File: src/rtl/dm_axi_if.sv
// AXI4 subset used by the data-memory master: single-beat AR/R and AW/W/B.
interface dm_axi_if #(
  parameter int ADDR_W = 32,
  parameter int DATA_W = 32
);
  logic [ADDR_W-1:0]   ARADDR;
  logic [7:0]          ARLEN;
  logic [2:0]          ARSIZE;
  logic [1:0]          ARBURST;
  logic                ARVALID;
  logic                ARREADY;

  logic [DATA_W-1:0]   RDATA;
  logic [1:0]          RRESP;
  logic                RLAST;
  logic                RVALID;
  logic                RREADY;

  logic [ADDR_W-1:0]   AWADDR;
  logic [7:0]          AWLEN;
  logic [2:0]          AWSIZE;
  logic [1:0]          AWBURST;
  logic                AWVALID;
  logic                AWREADY;

  logic [DATA_W-1:0]   WDATA;
  logic [DATA_W/8-1:0] WSTRB;
  logic                WLAST;
  logic                WVALID;
  logic                WREADY;

  logic [1:0]          BRESP;
  logic                BVALID;
  logic                BREADY;

  modport master (
    output ARADDR, ARLEN, ARSIZE, ARBURST, ARVALID, input ARREADY,
    input  RDATA, RRESP, RLAST, RVALID, output RREADY,
    output AWADDR, AWLEN, AWSIZE, AWBURST, AWVALID, input AWREADY,
    output WDATA, WSTRB, WLAST, WVALID, input WREADY,
    input  BRESP, BVALID, output BREADY
  );

  modport slave (
    input  ARADDR, ARLEN, ARSIZE, ARBURST, ARVALID, output ARREADY,
    output RDATA, RRESP, RLAST, RVALID, input RREADY,
    input  AWADDR, AWLEN, AWSIZE, AWBURST, AWVALID, output AWREADY,
    input  WDATA, WSTRB, WLAST, WVALID, output WREADY,
    output BRESP, BVALID, input BREADY
  );
endinterface

File: src/rtl/dm_axi_master.sv
// Data-memory AXI4 master for the 5-stage CPU. Turns a MEM-stage load/store
// into one single-beat AXI transaction, stalls the pipeline until it finishes,
// and holds the result in DONE until the pipeline really advances.
// Optional: define DM_TIMEOUT_EN to add a watchdog that forces DONE with an
// error after TIMEOUT_CYCLES busy cycles.
module dm_axi_master #(
  parameter int ADDR_W         = 32,
  parameter int DATA_W         = 32,
  parameter int TIMEOUT_CYCLES = 255
) (
  input  logic                ACLK,
  input  logic                ARESETn,
  input  logic                DM_req,
  input  logic                DM_we,
  input  logic [ADDR_W-1:0]   DM_addr,
  input  logic [DATA_W-1:0]   DM_wdata,
  input  logic [DATA_W/8-1:0] DM_wstrb,
  input  logic                pipe_adv,
  output logic                DM_stall,
  output logic [DATA_W-1:0]   DM_rdata,
  output logic                DM_err,
  dm_axi_if.master            axi
);

  typedef enum logic [2:0] {
    S_IDLE, S_RADDR, S_RDATA, S_WREQ, S_WRESP, S_DONE
  } state_t;

  state_t              state_q;
  logic [ADDR_W-1:0]   addr_q;
  logic [DATA_W-1:0]   wdata_q;
  logic [DATA_W/8-1:0] wstrb_q;
  logic [DATA_W-1:0]   rdata_q;
  logic                err_q;
  logic                arvalid_q, rready_q, awvalid_q, wvalid_q, bready_q;
  logic                busy;
  logic                aw_ok, w_ok;
  logic                unused_rlast;
`ifdef DM_TIMEOUT_EN
  logic [7:0]          cnt_q;
`else
  localparam int unused_timeout = TIMEOUT_CYCLES;
`endif

  assign busy = (state_q == S_RADDR) || (state_q == S_RDATA) ||
                (state_q == S_WREQ)  || (state_q == S_WRESP);

  // Stall covers the request cycle in IDLE and every bus-wait state, never DONE.
  assign DM_stall = ((state_q == S_IDLE) && DM_req) || busy;

  // Each write channel counts as done once its valid is gone or being accepted.
  assign aw_ok = !awvalid_q || axi.AWREADY;
  assign w_ok  = !wvalid_q  || axi.WREADY;

  // FSM with registered valid/ready outputs and the latched request.
  always_ff @(posedge ACLK or negedge ARESETn) begin
    if (!ARESETn) begin
      state_q   <= S_IDLE;
      addr_q    <= '0;
      wdata_q   <= '0;
      wstrb_q   <= '0;
      rdata_q   <= '0;
      err_q     <= 1'b0;
      arvalid_q <= 1'b0;
      rready_q  <= 1'b0;
      awvalid_q <= 1'b0;
      wvalid_q  <= 1'b0;
      bready_q  <= 1'b0;
`ifdef DM_TIMEOUT_EN
      cnt_q     <= '0;
`endif
    end else begin
      case (state_q)
        S_IDLE: begin
          if (DM_req) begin
            addr_q  <= DM_addr;
            wdata_q <= DM_wdata;
            wstrb_q <= DM_wstrb;
            if (DM_we) begin
              state_q   <= S_WREQ;
              awvalid_q <= 1'b1;
              wvalid_q  <= 1'b1;
            end else begin
              state_q   <= S_RADDR;
              arvalid_q <= 1'b1;
            end
          end
        end
        S_RADDR: begin
          if (axi.ARREADY) begin
            arvalid_q <= 1'b0;
            rready_q  <= 1'b1;
            state_q   <= S_RDATA;
          end
        end
        S_RDATA: begin
          if (axi.RVALID) begin
            rdata_q  <= axi.RDATA;
            err_q    <= |axi.RRESP;
            rready_q <= 1'b0;
            state_q  <= S_DONE;
          end
        end
        S_WREQ: begin
          if (awvalid_q && axi.AWREADY) awvalid_q <= 1'b0;
          if (wvalid_q  && axi.WREADY)  wvalid_q  <= 1'b0;
          if (aw_ok && w_ok) begin
            bready_q <= 1'b1;
            state_q  <= S_WRESP;
          end
        end
        S_WRESP: begin
          if (axi.BVALID) begin
            err_q    <= |axi.BRESP;
            bready_q <= 1'b0;
            state_q  <= S_DONE;
          end
        end
        S_DONE: begin
          // Result stays put until the MEM/WB register actually loads it.
          if (pipe_adv) state_q <= S_IDLE;
        end
        default: state_q <= S_IDLE;
      endcase
`ifdef DM_TIMEOUT_EN
      // Watchdog overrides any handshake decided above in the same cycle.
      if (busy) begin
        if (cnt_q == 8'(TIMEOUT_CYCLES - 1)) begin
          state_q   <= S_DONE;
          err_q     <= 1'b1;
          rdata_q   <= '0;
          arvalid_q <= 1'b0;
          rready_q  <= 1'b0;
          awvalid_q <= 1'b0;
          wvalid_q  <= 1'b0;
          bready_q  <= 1'b0;
          cnt_q     <= '0;
        end else begin
          cnt_q <= cnt_q + 8'd1;
        end
      end else begin
        cnt_q <= '0;
      end
`endif
    end
  end

  assign DM_rdata = rdata_q;
  assign DM_err   = err_q;

  assign axi.ARADDR  = addr_q;
  assign axi.ARLEN   = 8'd0;
  assign axi.ARSIZE  = 3'($clog2(DATA_W/8));
  assign axi.ARBURST = 2'b01;
  assign axi.ARVALID = arvalid_q;
  assign axi.RREADY  = rready_q;

  assign axi.AWADDR  = addr_q;
  assign axi.AWLEN   = 8'd0;
  assign axi.AWSIZE  = 3'($clog2(DATA_W/8));
  assign axi.AWBURST = 2'b01;
  assign axi.AWVALID = awvalid_q;
  assign axi.WDATA   = wdata_q;
  assign axi.WSTRB   = wstrb_q;
  assign axi.WLAST   = wvalid_q;
  assign axi.WVALID  = wvalid_q;
  assign axi.BREADY  = bready_q;

  // Single-beat reads: the last-beat flag carries no extra information.
  assign unused_rlast = axi.RLAST;

endmodule
File: src/flat_wrapper.sv
// flat-port wrapper written by rule: the top's interface ports become plain ports
module dm_axi_master_flat 
#(
  parameter int ADDR_W         = 32,
  parameter int DATA_W         = 32,
  parameter int TIMEOUT_CYCLES = 255
)
  (ACLK, ARESETn, DM_req, DM_we, DM_addr, DM_wdata, DM_wstrb, pipe_adv, DM_stall, DM_rdata, DM_err, axi_ARADDR, axi_ARLEN, axi_ARSIZE, axi_ARBURST, axi_ARVALID, axi_ARREADY, axi_RDATA, axi_RRESP, axi_RLAST, axi_RVALID, axi_RREADY, axi_AWADDR, axi_AWLEN, axi_AWSIZE, axi_AWBURST, axi_AWVALID, axi_AWREADY, axi_WDATA, axi_WSTRB, axi_WLAST, axi_WVALID, axi_WREADY, axi_BRESP, axi_BVALID, axi_BREADY);
  dm_axi_if #(.ADDR_W(ADDR_W), .DATA_W(DATA_W)) axi_i ();
  input  logic ACLK;
  input  logic ARESETn;
  input  logic DM_req;
  input  logic DM_we;
  input  logic [ADDR_W-1:0] DM_addr;
  input  logic [DATA_W-1:0] DM_wdata;
  input  logic [DATA_W/8-1:0] DM_wstrb;
  input  logic pipe_adv;
  output logic DM_stall;
  output logic [DATA_W-1:0] DM_rdata;
  output logic DM_err;
  output wire logic [$bits(axi_i.ARADDR)-1:0] axi_ARADDR;
  output wire logic [$bits(axi_i.ARLEN)-1:0] axi_ARLEN;
  output wire logic [$bits(axi_i.ARSIZE)-1:0] axi_ARSIZE;
  output wire logic [$bits(axi_i.ARBURST)-1:0] axi_ARBURST;
  output wire logic [$bits(axi_i.ARVALID)-1:0] axi_ARVALID;
  input wire logic [$bits(axi_i.ARREADY)-1:0] axi_ARREADY;
  input wire logic [$bits(axi_i.RDATA)-1:0] axi_RDATA;
  input wire logic [$bits(axi_i.RRESP)-1:0] axi_RRESP;
  input wire logic [$bits(axi_i.RLAST)-1:0] axi_RLAST;
  input wire logic [$bits(axi_i.RVALID)-1:0] axi_RVALID;
  output wire logic [$bits(axi_i.RREADY)-1:0] axi_RREADY;
  output wire logic [$bits(axi_i.AWADDR)-1:0] axi_AWADDR;
  output wire logic [$bits(axi_i.AWLEN)-1:0] axi_AWLEN;
  output wire logic [$bits(axi_i.AWSIZE)-1:0] axi_AWSIZE;
  output wire logic [$bits(axi_i.AWBURST)-1:0] axi_AWBURST;
  output wire logic [$bits(axi_i.AWVALID)-1:0] axi_AWVALID;
  input wire logic [$bits(axi_i.AWREADY)-1:0] axi_AWREADY;
  output wire logic [$bits(axi_i.WDATA)-1:0] axi_WDATA;
  output wire logic [$bits(axi_i.WSTRB)-1:0] axi_WSTRB;
  output wire logic [$bits(axi_i.WLAST)-1:0] axi_WLAST;
  output wire logic [$bits(axi_i.WVALID)-1:0] axi_WVALID;
  input wire logic [$bits(axi_i.WREADY)-1:0] axi_WREADY;
  input wire logic [$bits(axi_i.BRESP)-1:0] axi_BRESP;
  input wire logic [$bits(axi_i.BVALID)-1:0] axi_BVALID;
  output wire logic [$bits(axi_i.BREADY)-1:0] axi_BREADY;
  assign axi_ARADDR = axi_i.ARADDR;
  assign axi_ARLEN = axi_i.ARLEN;
  assign axi_ARSIZE = axi_i.ARSIZE;
  assign axi_ARBURST = axi_i.ARBURST;
  assign axi_ARVALID = axi_i.ARVALID;
  assign axi_i.ARREADY = axi_ARREADY;
  assign axi_i.RDATA = axi_RDATA;
  assign axi_i.RRESP = axi_RRESP;
  assign axi_i.RLAST = axi_RLAST;
  assign axi_i.RVALID = axi_RVALID;
  assign axi_RREADY = axi_i.RREADY;
  assign axi_AWADDR = axi_i.AWADDR;
  assign axi_AWLEN = axi_i.AWLEN;
  assign axi_AWSIZE = axi_i.AWSIZE;
  assign axi_AWBURST = axi_i.AWBURST;
  assign axi_AWVALID = axi_i.AWVALID;
  assign axi_i.AWREADY = axi_AWREADY;
  assign axi_WDATA = axi_i.WDATA;
  assign axi_WSTRB = axi_i.WSTRB;
  assign axi_WLAST = axi_i.WLAST;
  assign axi_WVALID = axi_i.WVALID;
  assign axi_i.WREADY = axi_WREADY;
  assign axi_i.BRESP = axi_BRESP;
  assign axi_i.BVALID = axi_BVALID;
  assign axi_BREADY = axi_i.BREADY;
  dm_axi_master #(.ADDR_W(ADDR_W), .DATA_W(DATA_W), .TIMEOUT_CYCLES(TIMEOUT_CYCLES)) u_core (.ACLK(ACLK), .ARESETn(ARESETn), .DM_req(DM_req), .DM_we(DM_we), .DM_addr(DM_addr), .DM_wdata(DM_wdata), .DM_wstrb(DM_wstrb), .pipe_adv(pipe_adv), .DM_stall(DM_stall), .DM_rdata(DM_rdata), .DM_err(DM_err), .axi(axi_i));
endmodule
File: config.mk
export PLATFORM = sky130hd
export DESIGN_NAME = dm_axi_master_flat
export DESIGN_NICKNAME = d
export VERILOG_FILES = /design/src/rtl/dm_axi_if.sv /design/src/rtl/dm_axi_master.sv /design/src/flat_wrapper.sv
export SDC_FILE = /design/constraint.sdc
export NUM_CORES = 1
export LEC_CHECK = 0
export BUFFER_PORTS_ARGS = -buffer_cell sky130_fd_sc_hd__buf_2
export CORE_MARGIN = 1
export CORE_UTILIZATION = 25
export CTS_BUF_LIST = sky130_fd_sc_hd__clkbuf_2
export CTS_CLUSTER_SIZE = 20
export DETAILED_ROUTE_END_ITERATION = 6
export GPL_TIMING_DRIVEN = 1
export PLACE_DENSITY = 0.49
export SYNTH_ARGS = -nofsm -noshare
export SYNTH_HDL_FRONTEND = slang
export SYNTH_SLANG_ARGS = --single-unit
File: constraint.sdc
create_clock -name ACLK -period 1.61 [get_ports ACLK]
set_clock_uncertainty 0.1 [all_clocks]
set_input_delay 0.161 -clock ACLK [delete_from_list [all_inputs] [get_ports ACLK]]
set_output_delay 0.161 -clock ACLK [all_outputs]
set_load 0.01 [all_outputs]
# Word level (Yosys, flattened, before mapping)
# Cells that the tools add are included.
[totals]
regBits = 109
out_inout_bits = 166
inputBits = 115
[classes]
eq_ne = 15
reduce_logical = 29
muxes = 27
[op_table]
columns = ["cell", "n"]
rows = [
  ["$ne 2x2->1 const B", 10],
  ["$mux 3", 6],
  ["$pmux 3 s6", 1],
  ["$mux 1", 13],
  ["$pmux 1 s2", 6],
  ["$reduce_and 4->1", 3],
  ["$reduce_bool 2->1", 5],
  ["$reduce_and 3->1", 3],
  ["$eq 3x2->1 const B", 2],
  ["$eq 3x3->1 const B", 2],
  ["$logic_or 1x1->1", 6],
  ["$reduce_and 6->1", 1],
  ["$logic_and 1x1->1", 4],
  ["$reduce_and 2->1", 2],
  ["$reduce_or 2->1", 2],
  ["$eq 3x1->1 const B", 1],
  ["$logic_not 3->1", 1],
  ["$logic_not 1->1", 2],
  ["$mux 2", 1],
]

# Logic depth before layout (Yosys ltp)
[depth]
word_depth = 5
depth_mapped = 8
depth_no_buf = 4

# Worst setup path before layout
# No wires, ideal clock.
[synth_path]
kind = "register to register"
start = "register u_core.state_q[0]"
end = "register u_core.wdata_q[0], in the netlist u_core.axi.WDATA[0]"
arrival_ns = 1.489
required_time_ns = 1.383
path_slack_ns = -0.106
setup_time_ns = 0.127
synth_period_minus_slack_ns = 1.716
stages_incl_launch_ff = 6
path_cell_list = "dfrtp_1 -> buf_2 -> or2_4 -> nor2_8 -> buf_8 -> mux2_1"
[synth_between]
elab_chain_len = 2
[synth_rtl]
columns = ["item", "line_no", "rtl"]
rows = [
  ["from (decl)", "dm_axi_master.sv:29", "state_t state_q;"],
  ["from (signal assigned)", "dm_axi_master.sv:58", "state_q <= S_IDLE;"],
  ["from (signal assigned)", "dm_axi_master.sv:80", "state_q <= S_WREQ;"],
  ["from (signal assigned)", "dm_axi_master.sv:84", "state_q <= S_RADDR;"],
  ["$logic_not 3->1", "dm_axi_master.sv:73", "case (state_q)"],
  ["$reduce_and 2->1 (no line)", "n/a", ""],
  ["to (signal assigned)", "dm_axi_master.sv:77", "wdata_q <= DM_wdata;"],
  ["to (decl)", "dm_axi_master.sv:31", "logic [DATA_W-1:0] wdata_q;"],
]
# No other way between the ends.
# A chain may end at the register's enable or synchronous reset.

# Worst setup path after layout
[layout_path]
start = "register u_core.state_q[1]"
end = "output DM_stall"
[layout_between]
elab_chain_len = 5
word_cells_on_any_way = 10
classes_between = "eq/ne (4); reduce/logical (6)"
[layout_rtl]
columns = ["item", "line_no", "rtl"]
rows = [
  ["$eq 3x1->1 / $eq 3x2->1 (equally long branches)", "dm_axi_master.sv:45", "assign busy = (state_q == S_RADDR) || (state_q == S_RDATA) ||"],
  ["$logic_or 1x1->1 (2 in series)", "dm_axi_master.sv:45", ""],
  ["$logic_or 1x1->1", "dm_axi_master.sv:46", "(state_q == S_WREQ) || (state_q == S_WRESP);"],
  ["$logic_or 1x1->1 *", "dm_axi_master.sv:49", "assign DM_stall = ((state_q == S_IDLE) && DM_req) || busy;"],
  ["to (decl)", "flat_wrapper.sv:18", "output logic DM_stall;"],
]
# Mark *: on every way between the ends. The rest lies on a longest branch, timed or not.

==> out/qor.txt <==
CTS Buf Count = 9
initial antenna violation count = 0
RePlAce Congestion = 0.843
final net count = 841
H-tree Lvls = 3
failing checks = setup timing
vias in the first global route = 4,145
pwr dens = 1720 nW/µm²
TNS Setup = -18.21 ns
CP Capture Type = output port
synth unique cells = 35
Pre-antenna DRT Iters = 4
Gate Count Post-Synth = 333
Ys Warns = 0
Layout Cells excl Fill = 1,001
EDFF count, synth = 0
hold_sp = axi_BVALID
clk slew on worst S/H paths = 0.30 ns
Antenna Nets Post-Route = 0
Seq/Total Area, Yosys = 52.6%
Core Region = 20,300 µm²
setup violators final = 96
top cells by area, synth = dfrtp_1 (53%), mux2_4 (25%), buf_4 (8.7%)
I/O pin cnt = 281
WL final = 14.0 mm
Clock Path Buffers = 2
Clock Root Buffer = clkbuf_2
Synth Flop Type = dfrtp_1
clk sink count = 109
global-route usage over all layers = 12.7%
latest clock arrival within the worst-skew pair = 0.59 ns
Post-Syn Area = 5180 µm²
cell accounting for the most synthesized area = dfrtp_1
reg-to-reg critical path endpoint = u_core.axi.WSTRB[2]$_DFFE_PN0P_
first-pass GRT wire length = 21.3 mm
Max Cap Viol = 0
CTS tree = built
Avg Cell Area, Syn = 15.6 µm²
asr flop ratio synth = 100%
Worst Path Arrival = 1.74 ns
final slew viol count = 0
number of diodes = 0
Avg WL per Cell = 14.0 µm
Pleak = 4.19 nW
vias per cell = 3.94
reg-to-reg startpoint = u_core.state_q[1]$_DFFE_PN0P_
startpoint types = flop
final period utilization = 124%
Die Y = 146 µm
I/O Buffers = 253
share of the synthesized area in the top cell type = 52.6%
outcome = complete, but fails checks
CP Data Required Time = 1.35 ns
fraction of layout cells with a size suffix above 1 = 60.3%
R2R depth = 8
Hold WC Path Type = in -> reg
grt total ovfl = 0
DR vias = 3,944
RSZ-0062 raised after global routing = yes
Final Hold Viols = 0
f_max = 500 MHz
# fillers = 1,939
post-detail-place hpwl = 8.46 mm
Hold Crit Endpoint = u_core.DM_err$_DFFE_PN0P_
drt drc = 0
Site Rows = 52
synth-to-layout area growth = 59.9%
leading cell types in the layout, fill and taps excluded = buf_2 (244), dlygate4sd3_1 (114), dfrtp_1 (109), mux2_4 (95), buf_4 (37)
pin count of the biggest net entering global routing = 60
Reg2Reg Setup Slack = -0.34 ns
pre-CTS WS = -0.0706 ns
Die W = 146 µm
multi-input logic area = 1910 µm²
Worst Setup Slack, final = -0.391 ns
DRT iter0 DRCs = 84
Setup CP Type = reg -> out
commonest non-fill, non-tap cell in the layout = buf_2
die area = 21,300 µm²
CP Max Fanout = 3
register area = 2730 µm²
Hold Path Depth = 3
#FFs+latches synth = 109
Starting Density = 25.5%
min cycle time layout = 2.00 ns
DP Cell Count = 827
VDD IR max = 0.827 mV
routing by layer:
metal | part of all wire, % | global-route usage [%] | vias up
li1 | - | - | 1840
met1 | 41 | 14.7 | 1945
met2 | 53 | 23.3 | 146
met3 | 5.2 | 3.26 | 13
met4 | 1.3 | 3.49 | 0
met5 | 0 | 0 | -
report_power, final:
part           internal [W]  switching, W
logic               0.00485       0.00322
registers           0.00411      0.000885
clock network      0.000217      0.000982
total               0.00919       0.00509
repair_timing:
action / in CTS / in global routing
hold buffers: 114 / 0
endpoints found under the hold margin: 218 / 0
pin swaps: 5 / 3
setup endpoints to repair: 82 / 168
resized for setup: 29 / 31
cloned: 9 / 3
setup buffers: 14 / 32
worst max-delay path: stages (launching register included):
cell and delay [ns]:
dfrtp_1 0.47, or2_4 0.24, buf_4 0.15, a21oi_1 0.14, buf_2 0.15
synthesized netlist by cell type, types with 3 or more instances:
master   count
buf_4       60
nor3_1       3
inv_1        5
mux2_4      87
buf_12       9
nand3_1      3
nor2_1       4
mux2_1       8
dfrtp_1    109
nand2_1      6
mux2_2       6
layout make-up:
type	instances	share of cell area, %
multi-input combinational	171	23.1
tap	270	4.08
clock buffer	9	0.543
inverter	5	0.226
sequential	109	32.9
timing repair buffer	430	38.6
clock inverter	7	0.604
worst max-delay path by stage:
stage / from / end / slack, ns / cells past startpoint
2_1_floorplan: u_core.state_q[0]$_DFFE_PN0P_ / u_core.axi.WDATA[0]$_DFFE_PN0P_ / -0.05 / 5
5_1_grt: u_core.state_q[1]$_DFFE_PN0P_ / DM_stall / -0.57 / 4
3_3_place_gp: u_core.state_q[1]$_DFFE_PN0P_ / u_core.axi.WDATA[0]$_DFFE_PN0P_ / -0.06 / 4
3_5_place_dp: u_core.state_q[1]$_DFFE_PN0P_ / u_core.axi.ARADDR[19]$_DFFE_PN0P_ / -0.07 / 4
6_report: u_core.state_q[1]$_DFFE_PN0P_ / DM_stall / -0.39 / 4
4_1_cts: u_core.state_q[1]$_DFFE_PN0P_ / DM_stall / -0.48 / 4
registers in the layout, summed over array words and instances, names as in the netlist:
register and cells:
u_core.state_q 3, u_core.axi.RREADY 1, u_core.axi.WSTRB 4, u_core.axi.WDATA 32, u_core.DM_err 1, u_core.axi.BREADY 1, u_core.axi.AWVALID 1, u_core.axi.ARADDR 32
u_core.axi.WLAST 1, u_core.DM_rdata 32, u_core.axi.ARVALID 1
through the flow:
step	util (%)	power (W)	hold slack [ns]	area, µm²
CTS	39.9	0.0140	0.0171	8100
detailed placement	31.7	0.0116	0.0861	6430
global placement	31.7	0.0115	0.0819	6430
global route	40.8	0.0152	0.0259	8290
finish	40.8	0.0143	0.146	8290
floorplan	-	0.00973	-0.235	5290
cell families after synthesis:
logic type | Yosys count | synth area share, %
compound gates | 17 | 2.41
flops | 109 | 52.6
mux | 101 | 28.2
buf+inv | 78 | 13.4
other cells | 2 | 0.145
simple gates | 26 | 3.14
Note: power is estimated with default switching activity, not from simulation.
